## config.mk

```make
export PLATFORM = sky130hd
export DESIGN_NAME = bpf_buf_arbiter_flat
export DESIGN_NICKNAME = d
export VERILOG_FILES = /design/src/rtl/bpf_buf_pkg.sv /design/src/rtl/bpf_buf_arbiter_if.sv /design/src/rtl/bpf_bufid_fifo.sv /design/src/rtl/bpf_buf_arbiter.sv /design/src/flat_wrapper.sv
export SDC_FILE = /design/constraint.sdc
export NUM_CORES = 1
export LEC_CHECK = 0
export ABC_CLOCK_PERIOD_IN_PS = 2400
export CORE_MARGIN = 2
export CORE_UTILIZATION = 33
export CTS_CLUSTER_SIZE = 20
export DETAILED_ROUTE_END_ITERATION = 7
export PLACE_DENSITY_LB_ADDON = 0.2
export SYNTH_ARGS = -nofsm -noshare
export SYNTH_HDL_FRONTEND = slang
export SYNTH_SLANG_ARGS = --single-unit
```

## constraint.sdc

```tcl
create_clock -name clk -period 2.4 [get_ports clk]
set_input_delay 0.24 -clock clk [delete_from_list [all_inputs] [get_ports clk]]
set_output_delay 0.24 -clock clk [all_outputs]
set_load 0.05 [all_outputs]
```

## src/rtl/bpf_buf_pkg.sv

```systemverilog
`default_nettype none
// ============================================================================
// Module      : bpf_buf_pkg
// Description : Shared types and select codes for the ping/pang/pung buffer
//               arbiter and the agent-buffer mux network.
// Revision    : 1.0 - initial release
// ============================================================================
package bpf_buf_pkg;

    typedef logic [1:0] buf_id_t;

    localparam buf_id_t SEL_NONE = 2'b00;
    localparam buf_id_t SEL_PING = 2'b01;
    localparam buf_id_t SEL_PANG = 2'b10;
    localparam buf_id_t SEL_PUNG = 2'b11;

    localparam int NUM_BUFS = 3;

    typedef enum logic [2:0] {
        BUF_EMPTY    = 3'd0,
        BUF_SN       = 3'd1,
        BUF_WAIT_CPU = 3'd2,
        BUF_CPU      = 3'd3,
        BUF_WAIT_FWD = 3'd4,
        BUF_FWD      = 3'd5
    } buf_state_t;

    // Buffer index 0..2 maps onto select codes PING..PUNG.
    function automatic buf_id_t idx_to_sel(int idx);
        return buf_id_t'(idx + 1);
    endfunction

endpackage
`default_nettype wire

```

## src/rtl/bpf_buf_arbiter_if.sv

```systemverilog
`default_nettype none
// ============================================================================
// Module      : bpf_buf_arbiter_if
// Description : Agent done pulses in, buffer grants and lengths out.
//               Counter signals exist only when BPF_ARB_STATS_EN is defined.
// Revision    : 1.0 - initial release
// ============================================================================
interface bpf_buf_arbiter_if
    import bpf_buf_pkg::*;
#(
    parameter int PLEN_WIDTH = 11
);
    logic                  sn_done;
    logic [PLEN_WIDTH-1:0] sn_len;
    logic                  cpu_acc;
    logic                  cpu_rej;
    logic                  fwd_done;
    buf_id_t               sn_sel;
    buf_id_t               cpu_sel;
    buf_id_t               fwd_sel;
    logic [PLEN_WIDTH-1:0] cpu_len;
    logic [PLEN_WIDTH-1:0] fwd_len;
`ifdef BPF_ARB_STATS_EN
    logic [31:0]           acc_cnt;
    logic [31:0]           rej_cnt;
`endif

    modport master (
        output sn_done, sn_len, cpu_acc, cpu_rej, fwd_done,
        input  sn_sel, cpu_sel, fwd_sel, cpu_len, fwd_len
`ifdef BPF_ARB_STATS_EN
        , input acc_cnt, rej_cnt
`endif
    );

    modport slave (
        input  sn_done, sn_len, cpu_acc, cpu_rej, fwd_done,
        output sn_sel, cpu_sel, fwd_sel, cpu_len, fwd_len
`ifdef BPF_ARB_STATS_EN
        , output acc_cnt, rej_cnt
`endif
    );

endinterface
`default_nettype wire

```

## src/rtl/bpf_bufid_fifo.sv

```systemverilog
`default_nettype none
// ============================================================================
// Module      : bpf_bufid_fifo
// Description : 3-entry FIFO of 2-bit buffer IDs; push and pop may coincide,
//               including push while full when the head is popped.
// Revision    : 1.0 - initial release
// ============================================================================
module bpf_bufid_fifo
    import bpf_buf_pkg::*;
(
    input  wire     clk,
    input  wire     rst,
    input  wire     push,
    input  buf_id_t push_id,
    input  wire     pop,
    output buf_id_t head,
    output logic    empty,
    output logic    full
);
    buf_id_t    r_mem [3];
    logic [1:0] r_wr;
    logic [1:0] r_rd;
    logic [1:0] r_cnt;

    function automatic logic [1:0] ptr_inc(logic [1:0] p);
        return (p == 2'd2) ? 2'd0 : p + 2'd1;
    endfunction

    always_ff @(posedge clk) begin
        if (rst) begin
            r_wr   <= 2'd0;
            r_rd   <= 2'd0;
            r_cnt  <= 2'd0;
            r_mem[0] <= SEL_NONE;
            r_mem[1] <= SEL_NONE;
            r_mem[2] <= SEL_NONE;
        end else begin
            if (push) begin
                r_mem[r_wr] <= push_id;
                r_wr        <= ptr_inc(r_wr);
            end
            if (pop) begin
                r_rd <= ptr_inc(r_rd);
            end
            case ({push, pop})
                2'b10:   r_cnt <= r_cnt + 2'd1;
                2'b01:   r_cnt <= r_cnt - 2'd1;
                default: r_cnt <= r_cnt;
            endcase
        end
    end

    assign head  = r_mem[r_rd];
    assign empty = (r_cnt == 2'd0);
    assign full  = (r_cnt == 2'd3);

    always @(posedge clk) begin
        if (!rst) begin
            assert (!(pop && empty));
        end
    end

endmodule
`default_nettype wire

```

## src/rtl/bpf_buf_arbiter.sv

```systemverilog
`default_nettype none
// ============================================================================
// Module      : bpf_buf_arbiter
// Description : Ping/pang/pung buffer ownership arbiter: snooper -> CPU ->
//               forwarder. Optional acc/rej counters under BPF_ARB_STATS_EN.
// Revision    : 1.0 - initial release
// ============================================================================
module bpf_buf_arbiter
    import bpf_buf_pkg::*;
#(
    parameter int PLEN_WIDTH = 11
) (
    input  wire              clk,
    input  wire              rst,
    bpf_buf_arbiter_if.slave bus
);
    buf_state_t            r_state     [NUM_BUFS];
    buf_state_t            w_state_nxt [NUM_BUFS];
    logic [PLEN_WIDTH-1:0] r_len       [NUM_BUFS];
    logic [PLEN_WIDTH-1:0] w_len_nxt   [NUM_BUFS];

    buf_id_t               r_sn_sel,  w_sn_sel_nxt;
    buf_id_t               r_cpu_sel, w_cpu_sel_nxt;
    buf_id_t               r_fwd_sel, w_fwd_sel_nxt;
    logic [PLEN_WIDTH-1:0] r_cpu_len, w_cpu_len_nxt;
    logic [PLEN_WIDTH-1:0] r_fwd_len, w_fwd_len_nxt;

    logic    w_sn_fin, w_cpu_acc, w_cpu_rej, w_fwd_fin;
    logic    w_sn_grant, w_cpu_grant, w_fwd_grant;
    buf_id_t w_sn_pick;
    buf_id_t w_cpu_head, w_fwd_head;
    logic    w_cpu_q_empty, w_cpu_q_full;
    logic    w_fwd_q_empty, w_fwd_q_full;
    logic [PLEN_WIDTH-1:0] w_cpu_head_len, w_fwd_head_len;

    // Done pulses only count while the agent actually holds a buffer.
    assign w_sn_fin  = bus.sn_done  && (r_sn_sel  != SEL_NONE);
    assign w_cpu_rej = bus.cpu_rej  && (r_cpu_sel != SEL_NONE);
    assign w_cpu_acc = bus.cpu_acc  && !bus.cpu_rej && (r_cpu_sel != SEL_NONE);
    assign w_fwd_fin = bus.fwd_done && (r_fwd_sel != SEL_NONE);

    // Grants look at pre-edge state, so a buffer freed this edge waits one cycle.
    always_comb begin
        w_sn_pick = SEL_NONE;
        for (int i = NUM_BUFS - 1; i >= 0; i--) begin
            if (r_state[i] == BUF_EMPTY) begin
                w_sn_pick = idx_to_sel(i);
            end
        end
    end

    assign w_sn_grant  = (r_sn_sel  == SEL_NONE) && (w_sn_pick != SEL_NONE);
    assign w_cpu_grant = (r_cpu_sel == SEL_NONE) && !w_cpu_q_empty;
    assign w_fwd_grant = (r_fwd_sel == SEL_NONE) && !w_fwd_q_empty;

    bpf_bufid_fifo u_cpu_q (
        .clk     (clk),
        .rst     (rst),
        .push    (w_sn_fin),
        .push_id (r_sn_sel),
        .pop     (w_cpu_grant),
        .head    (w_cpu_head),
        .empty   (w_cpu_q_empty),
        .full    (w_cpu_q_full)
    );

    bpf_bufid_fifo u_fwd_q (
        .clk     (clk),
        .rst     (rst),
        .push    (w_cpu_acc),
        .push_id (r_cpu_sel),
        .pop     (w_fwd_grant),
        .head    (w_fwd_head),
        .empty   (w_fwd_q_empty),
        .full    (w_fwd_q_full)
    );

    always_comb begin
        w_cpu_head_len = '0;
        w_fwd_head_len = '0;
        for (int i = 0; i < NUM_BUFS; i++) begin
            if (w_cpu_head == idx_to_sel(i)) w_cpu_head_len = r_len[i];
            if (w_fwd_head == idx_to_sel(i)) w_fwd_head_len = r_len[i];
        end
    end

    always_comb begin
        for (int i = 0; i < NUM_BUFS; i++) begin
            w_state_nxt[i] = r_state[i];
            w_len_nxt[i]   = r_len[i];
            if (w_sn_fin && (r_sn_sel == idx_to_sel(i))) begin
                w_state_nxt[i] = BUF_WAIT_CPU;
                w_len_nxt[i]   = bus.sn_len;
            end
            if (w_cpu_acc && (r_cpu_sel == idx_to_sel(i))) w_state_nxt[i] = BUF_WAIT_FWD;
            if (w_cpu_rej && (r_cpu_sel == idx_to_sel(i))) w_state_nxt[i] = BUF_EMPTY;
            if (w_fwd_fin && (r_fwd_sel == idx_to_sel(i))) w_state_nxt[i] = BUF_EMPTY;
            if (w_sn_grant  && (w_sn_pick  == idx_to_sel(i))) w_state_nxt[i] = BUF_SN;
            if (w_cpu_grant && (w_cpu_head == idx_to_sel(i))) w_state_nxt[i] = BUF_CPU;
            if (w_fwd_grant && (w_fwd_head == idx_to_sel(i))) w_state_nxt[i] = BUF_FWD;
        end
    end

    always_comb begin
        w_sn_sel_nxt  = r_sn_sel;
        w_cpu_sel_nxt = r_cpu_sel;
        w_fwd_sel_nxt = r_fwd_sel;
        w_cpu_len_nxt = r_cpu_len;
        w_fwd_len_nxt = r_fwd_len;

        if (w_sn_fin)        w_sn_sel_nxt = SEL_NONE;
        else if (w_sn_grant) w_sn_sel_nxt = w_sn_pick;

        if (w_cpu_acc || w_cpu_rej) begin
            w_cpu_sel_nxt = SEL_NONE;
            w_cpu_len_nxt = '0;
        end else if (w_cpu_grant) begin
            w_cpu_sel_nxt = w_cpu_head;
            w_cpu_len_nxt = w_cpu_head_len;
        end

        if (w_fwd_fin) begin
            w_fwd_sel_nxt = SEL_NONE;
            w_fwd_len_nxt = '0;
        end else if (w_fwd_grant) begin
            w_fwd_sel_nxt = w_fwd_head;
            w_fwd_len_nxt = w_fwd_head_len;
        end
    end

    always_ff @(posedge clk) begin
        if (rst) begin
            for (int i = 0; i < NUM_BUFS; i++) begin
                r_state[i] <= BUF_EMPTY;
                r_len[i]   <= '0;
            end
            r_sn_sel  <= SEL_NONE;
            r_cpu_sel <= SEL_NONE;
            r_fwd_sel <= SEL_NONE;
            r_cpu_len <= '0;
            r_fwd_len <= '0;
        end else begin
            for (int i = 0; i < NUM_BUFS; i++) begin
                r_state[i] <= w_state_nxt[i];
                r_len[i]   <= w_len_nxt[i];
            end
            r_sn_sel  <= w_sn_sel_nxt;
            r_cpu_sel <= w_cpu_sel_nxt;
            r_fwd_sel <= w_fwd_sel_nxt;
            r_cpu_len <= w_cpu_len_nxt;
            r_fwd_len <= w_fwd_len_nxt;
        end
    end

    assign bus.sn_sel  = r_sn_sel;
    assign bus.cpu_sel = r_cpu_sel;
    assign bus.fwd_sel = r_fwd_sel;
    assign bus.cpu_len = r_cpu_len;
    assign bus.fwd_len = r_fwd_len;

    // Three buffers bound queue occupancy; a push into a full queue is a bug.
    always @(posedge clk) begin
        if (!rst) begin
            assert (!(w_sn_fin  && w_cpu_q_full && !w_cpu_grant));
            assert (!(w_cpu_acc && w_fwd_q_full && !w_fwd_grant));
        end
    end

`ifdef BPF_ARB_STATS_EN
    logic [31:0] r_acc_cnt;
    logic [31:0] r_rej_cnt;

    always_ff @(posedge clk) begin
        if (rst) begin
            r_acc_cnt <= '0;
            r_rej_cnt <= '0;
        end else begin
            if (w_cpu_acc && (r_acc_cnt != 32'hFFFF_FFFF)) r_acc_cnt <= r_acc_cnt + 32'd1;
            if (w_cpu_rej && (r_rej_cnt != 32'hFFFF_FFFF)) r_rej_cnt <= r_rej_cnt + 32'd1;
        end
    end

    assign bus.acc_cnt = r_acc_cnt;
    assign bus.rej_cnt = r_rej_cnt;
`endif

endmodule
`default_nettype wire

```

## src/flat_wrapper.sv

```systemverilog
// flat-port wrapper written by rule: the top's interface ports become plain ports
module bpf_buf_arbiter_flat import bpf_buf_pkg::*;
#(
    parameter int PLEN_WIDTH = 11
)
  (clk, rst, bus_sn_done, bus_sn_len, bus_cpu_acc, bus_cpu_rej, bus_fwd_done, bus_sn_sel, bus_cpu_sel, bus_fwd_sel, bus_cpu_len, bus_fwd_len);
  bpf_buf_arbiter_if #(.PLEN_WIDTH(PLEN_WIDTH)) bus_i ();
  input  wire clk;
  input  wire rst;
  input wire logic [$bits(bus_i.sn_done)-1:0] bus_sn_done;
  input wire logic [$bits(bus_i.sn_len)-1:0] bus_sn_len;
  input wire logic [$bits(bus_i.cpu_acc)-1:0] bus_cpu_acc;
  input wire logic [$bits(bus_i.cpu_rej)-1:0] bus_cpu_rej;
  input wire logic [$bits(bus_i.fwd_done)-1:0] bus_fwd_done;
  output wire logic [$bits(bus_i.sn_sel)-1:0] bus_sn_sel;
  output wire logic [$bits(bus_i.cpu_sel)-1:0] bus_cpu_sel;
  output wire logic [$bits(bus_i.fwd_sel)-1:0] bus_fwd_sel;
  output wire logic [$bits(bus_i.cpu_len)-1:0] bus_cpu_len;
  output wire logic [$bits(bus_i.fwd_len)-1:0] bus_fwd_len;
  assign bus_i.sn_done = bus_sn_done;
  assign bus_i.sn_len = bus_sn_len;
  assign bus_i.cpu_acc = bus_cpu_acc;
  assign bus_i.cpu_rej = bus_cpu_rej;
  assign bus_i.fwd_done = bus_fwd_done;
  assign bus_sn_sel = bus_i.sn_sel;
  assign bus_cpu_sel = bus_i.cpu_sel;
  assign bus_fwd_sel = bus_i.fwd_sel;
  assign bus_cpu_len = bus_i.cpu_len;
  assign bus_fwd_len = bus_i.fwd_len;
  bpf_buf_arbiter #(.PLEN_WIDTH(PLEN_WIDTH)) u_core (.clk(clk), .rst(rst), .bus(bus_i));
endmodule
```

---- Word-level counts from Yosys, hierarchy flattened ----
Memory sizes are Yosys's and may differ from the RTL's. A register that Yosys moved wholly into a read port is not among the register bits.
Index checks and enable logic that the tools add are counted.
word-level totals
  flip-flop bits (word level) ............. 40
  RAM bits ................................ 54
  bits of input ports ..................... 17
  output and inout port bits .............. 28
  word-level logic and storage cells ...... 171
  memories ................................ 4
operators by class
  $add $sub $neg .......................... 8
  equality and inequality tests ........... 26
  multiplexer cells ....................... 64
  bitwise operators ....................... 6
  reduce and logical (&&, ||, !) cells .... 52
memories
  name                  depth  bits a word  rd ports  clocked after Yosys merged registers in  wr ports  RTL line               text
  u_core.r_len          3      11           3         0                                        3         bpf_buf_arbiter.sv:19  logic [PLEN_WIDTH-1:0] r_len [NUM_BUFS];
  u_core.r_state        3      3            3         0                                        3         bpf_buf_arbiter.sv:17  buf_state_t r_state [NUM_BUFS];
  u_core.u_cpu_q.r_mem  3      2            1         1                                        3         bpf_bufid_fifo.sv:20   buf_id_t r_mem [3];
  u_core.u_fwd_q.r_mem  3      2            1         1                                        3         bpf_bufid_fifo.sv:20
operator list
  cell                                                                number
  11-bit two-way mux                                                  12
  3-bit two-way mux                                                   24
  2-bit == test, second input constant                                18
  2-bit two-way mux                                                   15
  1-bit logical AND                                                   29
  2-bit by 1-bit == test with 1-bit output, second input constant     8
  2-bit by 1-bit adder with 2-bit output, second input constant       6
  2-bit nonzero test                                                  6
  1-bit two-way mux                                                   11
  2-bit zero test                                                     5
  2-bit OR reduction                                                  5
  3-bit zero test                                                     3
  2-bit one-hot mux with 2 select lines                               2
  1-bit OR                                                            6
  2-bit by 1-bit subtractor with 2-bit output, second input constant  2
  1-bit zero test                                                     3
  1-bit logical OR                                                    1

---- Depth between registers and ports, before layout ----
Gate-level depths: netlist of run 1.
  word-level depth ........................ 11
  gate-level depth with buffers ........... 10
  gate-level depth less buffers ........... 7

---- Hierarchy ----
From an unflattened synthesis of run 1, not the netlist that was laid out.
unflattened totals
  cells, all modules ...................... 529
  area total of the unflattened synthesis .. 4565.6 sq um
modules (own cells, without submodules)
  module           instances  cells an instance  area an instance (sq um)  seq. area each (sq um)
  bpf_buf_arbiter  1          413                3226.8                    1401.3
  bpf_bufid_fifo   2          58                 669.4                     400.4

---- Least setup slack after synthesis of run 1 ----
Ideal clock, no wire load.
  path type ............................... reg-to-reg
  from .................................... reg u_core.r_cpu_sel[1], in the netlist u_core.bus.cpu_sel[1]
  to ...................................... reg u_core.u_cpu_q.r_cnt[1]
  library setup time ...................... 0.070 ns
  arrival time ............................ 2.434 ns
  required time ........................... 2.330 ns
  setup slack ............................. -0.105 ns
  stages on the path, launching flop included .. 10
  path buffers ............................ 3
  period minus slack after synthesis ...... 2.505 ns
  cell sequence ........................... dfxtp_1 -> clkbuf_1 -> nor2_1 -> o21ai_0 -> inv_1 -> buf_2 -> buf_2 -> ha_1 -> or3_1 -> a21oi_1
between the ends
  cells in the longest elaborated chain, start to end .. 4
  elaborated cells on any way between the ends .. 6
  those cells by class .................... eq/ne (2); mux (1); reduce/logical (3)
ends and longest elaborated chain
  element                                                                      RTL line                text
  from (decl)                                                                  bpf_buf_arbiter.sv:23   buf_id_t r_cpu_sel, w_cpu_sel_nxt;
  from (signal assigned)                                                       bpf_buf_arbiter.sv:148  r_cpu_sel <= w_cpu_sel_nxt;
  2-bit zero test (*)                                                          bpf_buf_arbiter.sv:53   assign w_cpu_grant = (r_cpu_sel == SEL_NONE) && !w_cpu_q_empty;
  1-bit logical AND (*)                                                        bpf_buf_arbiter.sv:53
  net u_core.u_cpu_q.pop                                                       bpf_bufid_fifo.sv:15    input wire pop,
  2-bit by 1-bit == test with 1-bit output or 2-bit == test (tied branches)    bpf_bufid_fifo.sv:45    case ({push, pop})
  2-bit one-hot mux with 2 select lines or 2-bit nonzero test (tied branches)  n/a
  to (signal assigned)                                                         bpf_bufid_fifo.sv:46    2'b10: r_cnt <= r_cnt + 2'd1;
  to (signal assigned)                                                         bpf_bufid_fifo.sv:47    2'b01: r_cnt <= r_cnt - 2'd1;
  to (signal assigned)                                                         bpf_bufid_fifo.sv:48    default: r_cnt <= r_cnt;
  to (decl)                                                                    bpf_bufid_fifo.sv:23    logic [1:0] r_cnt;
The timed path passes the listed nets; every way through them passes the cells marked *.
A chain may end at the register's enable or synchronous reset.

==> impl_metrics.tcl, run 1 <==
set metrics [dict create \
    max_freq_ghz 0.485 \
    power.ir.vdd_worst_uv 465 \
    cts.reportedPaths.clkPinSlew_ps 70 \
    postLayoutCellArea_mm2 0.00568 \
    netlist_area_mm2 0.00478 \
    finish.utilization_pct 40.5 \
    clock-skew-final_ps 8.31 \
    place_area_mm2 0.00541 \
    total_routing_resource_utilization_after_global_routing_pct 17.1 \
    drive_above_1_share_pct 13.1 \
    period_needed_ps 2060 \
    dr_wl_met3_um 703 \
    place_ws_ps 176 \
    layout_worst_path_cycle_share_pct 85.9 \
    topmost_layer_with_routed_signal_wires "met4" \
    tightestPinTransition_ps 588 \
    synthesis.nets 544 \
    die_height_um 124 \
    number_of_pins_with_negative_max_slew_slack_in_the_final_report 0 \
    cts.path.max_buffers 2 \
    ys_warn_count 0 \
    grt_max_degree 35 \
    crit_path_largest_cell_delay_ps 770 \
    buffer_ports.inserted 44 \
    total_power_mw 7.29 \
    ys_types 65 \
    antennaDiodeCount 0 \
    post_cts.resized_instances 0 \
    dr.pass1.iters 5 \
    core_area_mm2 0.0140 \
    synth_seq_cells 102 \
    tns_setup_ps 0 \
    hold_class "in2reg" \
    io_pins 45 \
    seq_area_frac_synth_pct 46.1 \
    post_cts_hold_buffers 0 \
    final_hold_violations 0 \
    crit_path_start_kind "register" \
    syn-instance-count 525 \
    worstPathMaxFanout 13 \
    die_w_um 124 \
    vias_per_cell 5.27 \
    power-per-cell-area_mw_per_mm2 1280 \
    rsz0062_at_grt "no" \
    place.detailed.hpwl_um 8930 \
    timing.critical_path.cells "mux4_2 -> mux2_2 -> a221oi_1 -> nor3_1" \
    antenna_found_initial 0 \
    postSynth.asyncResetShare_pct 0 \
    post-cts-setup-buffers 0 \
    clk_root_buffer_cell "sky130_fd_sc_hd__clkbuf_16" \
    final_common_cell "sky130_fd_sc_hd__nand2_1" \
    m1WireLength_um 6170 \
    via_count_of_the_first_global_routing_pass 3834 \
    std_cell_rows 43 \
    timing.critical_path.arrival_ps 2280 \
    most-common-layout-cells "87 x sky130_fd_sc_hd__nand2_1, 85 x sky130_fd_sc_hd__dfxtp_1, 46 x sky130_fd_sc_hd__a21oi_1" \
    max_cap_violations 0 \
    power_leakage_nw 1.97 \
    synth-edff-count 16 \
    cp_num_buf_inv 0 \
    clk_latency_ps 350 \
    cts-buffers-inserted 9 \
    regToRegSetupSlack_ps 340 \
    final_nets 580 \
    worst_slack_ps 339 \
    final_antenna_net_count 0 \
    critical_path.top_delay_family "multiplexers" \
    outcome "completed" \
    route.met2.wl_um 5990 \
    report.final.setup_viol 0 \
    overflow_after_grt 0 \
    final_cells 746 \
    endpoint_kind "register" \
    initial_util_pct 34.0 \
    clock_sinks 102 \
    clock_tree.htree_level_count 3 \
    flow.area_growth_from_synthesis_pct 18.9 \
    tritoncts "yes" \
    drc_errors 0 \
    grt_pass1_wl_um 21200 \
    hold-worst-slack_ps 257 \
    wl_per_cell_um 17.4 \
    wl_um 13000 \
    die_area_mm2 0.0155 \
    globalplace.congestion 0.816 \
    class_of_the_most_critical_setup_path "reg2reg" \
    crit_path_top_delay_cell "sky130_fd_sc_hd__mux4_2" \
    drtIter0Drc 259 \
    timing.max_slew.rel_slack_pct 60.7 \
    ys_dominant_reg_cell "sky130_fd_sc_hd__dfxtp_1" \
    syn-mean-instance-area_um2 9.11 \
    timing.critical_path.required_ps 2620 \
    placed_cells 730 \
    num_vias 3934 \
]
[worst paths after layout]
path / from / endpoint / depth (start not counted)
hold / removal: rst / u_core.u_fwd_q.r_cnt[0] / 2
hold reg to reg: u_core.r_len[0][32] / u_core.r_len[0][32] / 2
setup / recovery: register / u_core.bus.fwd_len[9] / 4
setup reg to reg: register / u_core.bus.fwd_len[9] / 4
[metal layers]
layer	vias to the layer above	GRT usage, %
met2	110	26.7
met5	-	0
met3	8	3.78
met4	0	4.63
li1	1951	-
met1	1865	24.0
[registers in the layout, summed over array words and instances, names as in the netlist, named ones only]
signal,cells
u_core.u_cpu_q.r_cnt,2
u_core.u_fwd_q.r_rd,2
u_core.u_cpu_q.r_rd,2
u_core.u_fwd_q.r_wr,2
u_core.r_state,9
u_core.bus.sn_sel,2
u_core.u_fwd_q.r_cnt,2
u_core.r_len,33
u_core.bus.fwd_sel,2
u_core.u_cpu_q.r_mem,8
u_core.u_fwd_q.r_mem,8
u_core.bus.cpu_len,11
u_core.u_cpu_q.r_wr,2
u_core.bus.cpu_sel,2
u_core.bus.fwd_len,11
[worst register-to-register path: cells and delay by family (launching register included)]
kind,cells,cell delay [ps]
flops,1,440
simple gates,1,90
mux,2,1130
compound gates,1,270
[kinds of logic (layout without fill, tap and decap cells)]
group | count (synthesis) | after routing | share of synthesized area, %
and+or+nand+nor | 221 | 221 | 22.1
AOI/OAI and AO/OA | 109 | 109 | 16.8
DFF | 102 | 102 | 46.1
buffers and inverters | 56 | 97 | 4.89
muxes | 31 | 31 | 8.82
xor gates and xnor gates | 4 | 4 | 0.733
adders and majority gates | 2 | 2 | 0.523
[power by group]
| part | switching [mW] | internal (mW) | total, mW |
|---|---|---|---|
| clock | 0.660 | 0.733 | 1.39 |
| combinational | 2.12 | 1.28 | 3.40 |
| sequential | 0.359 | 2.14 | 2.50 |
[area by class of cell]
| cell class | count | area, um2 |
|---|---|---|
| Inverter | 21 | 78.8 |
| Fill cell | 1381 | 8360 |
| Sequential cell | 102 | 2200 |
| Timing Repair Buffer | 60 | 556 |
| Multi-Input combinational cell | 367 | 2340 |
| Tap cell | 180 | 225 |
| Clock buffer | 11 | 243 |
| Clock inverter | 5 | 33.8 |
[cell usage after synthesis, types with 3 or more instances]
library cell	number	area share, %
sky130_fd_sc_hd__nand2b_1	6	0.79
sky130_fd_sc_hd__inv_1	20	1.6
sky130_fd_sc_hd__o21ai_0	9	0.94
sky130_fd_sc_hd__or3_1	7	0.92
sky130_fd_sc_hd__nor2_1	41	3.2
sky130_fd_sc_hd__buf_1	5	0.39
sky130_fd_sc_hd__o211ai_1	4	0.63
sky130_fd_sc_hd__nand3_1	6	0.63
sky130_fd_sc_hd__mux2i_1	14	2.9
sky130_fd_sc_hd__dfxtp_1	86	36
sky130_fd_sc_hd__a221oi_1	5	0.92
sky130_fd_sc_hd__mux4_2	4	1.9
sky130_fd_sc_hd__clkbuf_1	18	1.4
sky130_fd_sc_hd__nor4_1	5	0.65
sky130_fd_sc_hd__nand3b_1	6	0.94
sky130_fd_sc_hd__mux2_4	8	2.5
sky130_fd_sc_hd__edfxtp_1	16	10
sky130_fd_sc_hd__nand2_1	87	6.8
sky130_fd_sc_hd__nor2b_1	6	0.79
sky130_fd_sc_hd__nor3_1	32	3.3
sky130_fd_sc_hd__a221oi_2	8	2.5
sky130_fd_sc_hd__and3_1	3	0.39
sky130_fd_sc_hd__a21oi_1	46	4.8
sky130_fd_sc_hd__mux2_2	4	0.94
sky130_fd_sc_hd__o221a_2	11	2.6
sky130_fd_sc_hd__buf_2	10	1.0
sky130_fd_sc_hd__a31oi_1	3	0.39
sky130_fd_sc_hd__and2_1	4	0.52
sky130_fd_sc_hd__nand4_1	3	0.39
Note: power is estimated with default switching activity, not from simulation.
==> run 2: changes to the inputs <==
ABC_AREA = 1   (was not set)
==> impl_metrics.tcl, run 2 <==
set metrics [dict create \
    std_cell_rows 43 \
    min_delay_path_depth 2 \
    layout_worst_path_cycle_share_pct 79.9 \
    seq_area_frac_synth_pct 47.5 \
    netlist.area_leader.share_pct 37.1 \
    clock_sinks 102 \
    power_leakage_nw 2.16 \
    place.detailed.hpwl_um 8350 \
    most-common-layout-cells "112 x sky130_fd_sc_hd__nor2_1, 86 x sky130_fd_sc_hd__dfxtp_1, 82 x sky130_fd_sc_hd__nand2_1" \
    clk_root_buffer_cell "sky130_fd_sc_hd__clkbuf_16" \
    number_of_pins_with_negative_max_slew_slack_in_the_final_report 0 \
    via_count_of_the_first_global_routing_pass 3960 \
    die_area_mm2 0.0150 \
    timing.critical_path.required_ps 2160 \
    max_freq_ghz 0.522 \
    outcome "completed" \
    report.final.setup_viol 0 \
    tightestPinTransition_ps 582 \
    hold-worst-slack_ps 470 \
    largest_register_ff_count 33 \
    synth.cells.most_frequent "112 x sky130_fd_sc_hd__nor2_1, 86 x sky130_fd_sc_hd__dfxtp_1, 82 x sky130_fd_sc_hd__nand2_1" \
    io_pins 45 \
    post-cts-setup-buffers 0 \
    syn-mean-instance-area_um2 7.60 \
    worstPathMaxFanout 6 \
    cts.path.max_buffers 2 \
    timing.max_slew.rel_slack_pct 61.2 \
    ys_dominant_reg_cell "sky130_fd_sc_hd__dfxtp_1" \
    power-per-cell-area_mw_per_mm2 1420 \
    antennaDiodeCount 0 \
    total_routing_resource_utilization_after_global_routing_pct 16.3 \
    clock-skew-final_ps 7.93 \
    crit_path_top_delay_cell "sky130_fd_sc_hd__clkdlybuf4s50_1" \
    clock_tree.htree_level_count 3 \
    startpoint "u_core.bus.sn_sel[1]" \
    overflow_after_grt 0 \
    worst_hold_startpoint "u_core.r_len[0][14]" \
    post_cts_hold_buffers 0 \
    worst_slack_ps 482 \
    postSynth.asyncResetShare_pct 0 \
    drtIter0Drc 324 \
    period_needed_ps 1920 \
    timing.critical_path.cells "clkdlybuf4s50_1" \
    die_w_um 123 \
    endpoint_kind "output pin" \
    tritoncts "yes" \
    final_hold_violations 0 \
    final_antenna_net_count 0 \
    grt_max_degree 48 \
    worstReg2RegStart "u_core.bus.sn_sel[0]" \
    class_of_the_most_critical_setup_path "reg2out" \
    critical_path.top_delay_family "buffers and inverters" \
    grt_pass1_wl_um 19300 \
    synth-edff-count 16 \
    drive_above_1_share_pct 9.74 \
    globalplace.congestion 0.833 \
    power.ir.vdd_worst_uv 504 \
    finish.utilization_pct 40.1 \
    vias_per_cell 4.92 \
    num_vias 4114 \
    flow.area_growth_from_synthesis_pct 19.6 \
    synthesis.nets 630 \
    wl_per_cell_um 14.2 \
    antenna_found_initial 0 \
    ys_warn_count 0 \
    post_cts.resized_instances 0 \
    cts-buffers-inserted 9 \
    ff2ff_path_depth 7 \
    place_ws_ps 435 \
    rsz0062_at_grt "no" \
    crit_path_largest_cell_delay_ps 870 \
    buffer_ports.inserted 44 \
    synth.largest_area_cell "sky130_fd_sc_hd__dfxtp_1" \
    cts.reportedPaths.clkPinSlew_ps 70 \
    worst-path-stages 1 \
    max_cap_violations 0 \
    final_common_cell "sky130_fd_sc_hd__nor2_1" \
    final_cells 837 \
    ys_types 39 \
    cp_num_buf_inv 1 \
    hold_class "reg2reg" \
    yosys.cell_count.top_type "sky130_fd_sc_hd__nor2_1" \
    wl_um 11900 \
    tns_setup_ps 0 \
    syn-instance-count 611 \
    netlist_area_mm2 0.00464 \
    placed_cells 821 \
    crit_path_start_kind "register" \
    die_height_um 123 \
    final_nets 671 \
    regMostFlops "u_core.r_len" \
    dr.pass1.iters 5 \
    drc_errors 0 \
    core_area_mm2 0.0138 \
    timing.critical_path.arrival_ps 1680 \
    clk_latency_ps 340 \
    synth_seq_cells 102 \
    initial_util_pct 33.6 \
    synth.top_cells.by_area "sky130_fd_sc_hd__dfxtp_1 37%, sky130_fd_sc_hd__edfxtp_1 10%, sky130_fd_sc_hd__nor2_1 9.1%, sky130_fd_sc_hd__o21ai_0 8.6%, sky130_fd_sc_hd__nand2_1 6.6%" \
]
## run 2: cells by family after synthesis
family	Yosys count	synth area share (%)
compound gates	158	18.4
simple gates	259	25.0
xor+xnor	2	0.378
flops	102	47.5
fa+ha+maj	2	0.539
buf+inv	88	8.20
## run 2: path summary, 6_finish.rpt
path	endpoint	slack (ps)
max	bus_sn_sel[1]	480
min reg2reg	u_core.r_len[0][14]	470
min	u_core.r_len[0][14]	470
max reg2reg	u_core.r_len[0][1]	640
## run 2: where the power goes
group	total, mW	internal, mW	switching, mW
Clock	1.54	0.899	0.645
Combinational	3.85	1.20	2.65
Sequential	2.50	2.21	0.288
Total	7.89	4.31	3.58
## run 2: metal layers
metal | vias up | part of all wire [%] | track usage (%)
met4 | 0 | 2.6 | 7.33
met1 | 1900 | 47 | 21.5
met2 | 110 | 45 | 26.0
li1 | 2082 | - | -
met5 | - | 0 | 0
met3 | 22 | 4.7 | 3.07
## run 2: cell type report
cell class                      instances  area [um2]
Multi-Input combinational cell        421        2060
Fill cell                            1361        8280
Timing Repair Buffer                   51         493
Clock buffer                           11         264
Clock inverter                          5        52.6
Sequential cell                       102        2200
Tap cell                              180         225
Inverter                               67         254
## run 2: stage by stage
step / power [mW] / cell area (um2)
floorplan: 5.34 / 4640
global placement: 6.33 / 5230
detailed placement: 6.38 / 5230
CTS: 7.94 / 5550
global route: 8.45 / 5550
finish: 7.89 / 5550
==> run 3: changes to the inputs <==
ABC_CLOCK_PERIOD_IN_PS = 1900   (was 2400)
clock period = 1.9 ns   (was 2.4 ns; I/O delays follow)
==> impl_metrics.tcl, run 3 (synthesis gave the netlist of run 2 again) <==
set metrics [dict create \
    globalplace.congestion 0.871 \
    final_hold_violations 0 \
    class_of_the_most_critical_setup_path "reg2out" \
    largest_register_ff_count 33 \
    r2r_end "u_core.bus.fwd_len[0]" \
    post_cts_hold_buffers 0 \
    wl_um 12200 \
    power_leakage_nw 2.20 \
    hold_class "reg2reg" \
    tritoncts "yes" \
    worstPathMaxFanout 5 \
    report.final.setup_viol 0 \
    tightestPinTransition_ps 513 \
    period_needed_ps 1830 \
    vias_per_cell 4.91 \
    clk_latency_ps 350 \
    initial_util_pct 33.6 \
    num_vias 4155 \
    worst_slack_ps 70.9 \
    clock_sinks 102 \
    clock-skew-final_ps 11.9 \
    grt_pass1_wl_um 19400 \
    clock_tree.htree_level_count 3 \
    final_antenna_net_count 0 \
    wl_per_cell_um 14.3 \
    total_routing_resource_utilization_after_global_routing_pct 16.8 \
    layout_worst_path_cycle_share_pct 96.3 \
    drive_above_1_share_pct 11.7 \
    power.ir.vdd_worst_uv 547 \
    timing.max_slew.rel_slack_pct 65.7 \
    cts.reportedPaths.clkPinSlew_ps 80 \
    crit_path_top_delay_cell "sky130_fd_sc_hd__clkdlybuf4s50_1" \
    rsz0062_at_grt "no" \
    min_delay_worst_endpoint "u_core.r_len[0][11]" \
    cts.path.max_buffers 2 \
    endpoint_kind "output pin" \
    tns_setup_ps 0 \
    power-per-cell-area_mw_per_mm2 1770 \
    crit_path_start_kind "register" \
    drtIter0Drc 351 \
    die_area_mm2 0.0150 \
    drc_errors 0 \
    flow.area_growth_from_synthesis_pct 20.9 \
    max_freq_ghz 0.547 \
    timing.critical_path.required_ps 1710 \
    placed_cells 831 \
    worst-path-stages 1 \
    place.detailed.hpwl_um 8430 \
    final_cells 847 \
    final_nets 681 \
    io_pins 45 \
    antennaDiodeCount 0 \
    most-common-layout-cells "111 x sky130_fd_sc_hd__nor2_1, 84 x sky130_fd_sc_hd__dfxtp_1, 82 x sky130_fd_sc_hd__nand2_1" \
    min_delay_path_depth 2 \
    timing.critical_path.cells "clkdlybuf4s50_1" \
    number_of_pins_with_negative_max_slew_slack_in_the_final_report 0 \
    clk_root_buffer_cell "sky130_fd_sc_hd__clkbuf_16" \
    die_height_um 123 \
    max_cap_violations 0 \
    buffer_ports.inserted 44 \
    cts-buffers-inserted 9 \
    outcome "completed" \
    timing.critical_path.arrival_ps 1640 \
    grt_max_degree 51 \
    overflow_after_grt 0 \
    critical_path.top_delay_family "buffers and inverters" \
    std_cell_rows 43 \
    regMostFlops "u_core.r_len" \
    via_count_of_the_first_global_routing_pass 3870 \
    cp_num_buf_inv 1 \
    final_common_cell "sky130_fd_sc_hd__nor2_1" \
    dr.pass1.iters 4 \
    core_area_mm2 0.0138 \
    place_ws_ps 118 \
    regToRegSetupSlack_ps 200 \
    worst_hold_startpoint "u_core.r_len[0][11]" \
    die_w_um 123 \
    ff2ff_path_depth 9 \
    antenna_found_initial 0 \
    crit_path_largest_cell_delay_ps 840 \
]
[run 3: changes by cell type in the layout (fill, tap and decap cells not counted), sizes merged]
cell	change
clkinvlp	+1
clkdlybuf4s50	-2
bufinv	-1
buf	+12
clkbuf	-1
clkinv	+2
inv	-1
[run 3: where the power goes]
group / total [mW] / switching [mW] / internal, mW
Clock: 1.75 / 0.855 / 0.899
Combinational: 5.01 / 3.39 / 1.61
Sequential: 3.15 / 0.360 / 2.79
Total: 9.91 / 4.61 / 5.31
[run 3: cell type report]
cell class,count,area [um2]
clock buffers,10,229
clock inverters,6,47.5
fillers,1411,8220
inverters,67,254
multi-input cells,421,2060
flip-flops and latches,102,2200
well taps,180,225
repair buffers,61,588
[run 3: worst max-delay path by stage]
| stage | startpoint | to | slack, ps |
|---|---|---|---|
| final | u_core.bus.fwd_sel[0] | bus_fwd_sel[0] | 70 |
| after global routing | u_core.bus.fwd_sel[0] | bus_fwd_sel[0] | 40 |
| after CTS | u_core.bus.fwd_sel[0] | bus_fwd_sel[0] | 80 |
| after detailed placement | bus_cpu_rej | u_core.u_fwd_q.r_cnt[1] | 120 |
| after global placement | bus_cpu_acc | u_core.u_fwd_q.r_cnt[1] | 160 |
| after floorplan | u_core.bus.fwd_sel[0] | u_core.u_fwd_q.r_cnt[1] | 3 |
[run 3: stage by stage]
stage	total power [mW]	cell area, um2	hold WS (ps)	utilization (%)
2_1_floorplan	6.75	4640	325	-
3_3_place_gp	8.14	5330	452	38.5
3_5_place_dp	8.19	5330	462	38.5
4_1_cts	9.96	5610	472	40.5
5_1_grt	10.6	5610	492	40.6
6_report	9.91	5610	473	40.6
[run 3: what timing repair did]
action / CTS / global route
setup endpoints to repair: 0 / 1
resized for setup: 0 / 1
buffers inserted: 0 / 0
[run 3: per-layer routing]
metal  share of wire [%]  vias to the layer above  track usage, %
met5                   0                        -               0
met4                 2.0                        0            6.47
met3                 3.3                       16            2.56
met2                  46                       61            27.4
met1                  49                     1969            22.3
li1                    -                     2109               -
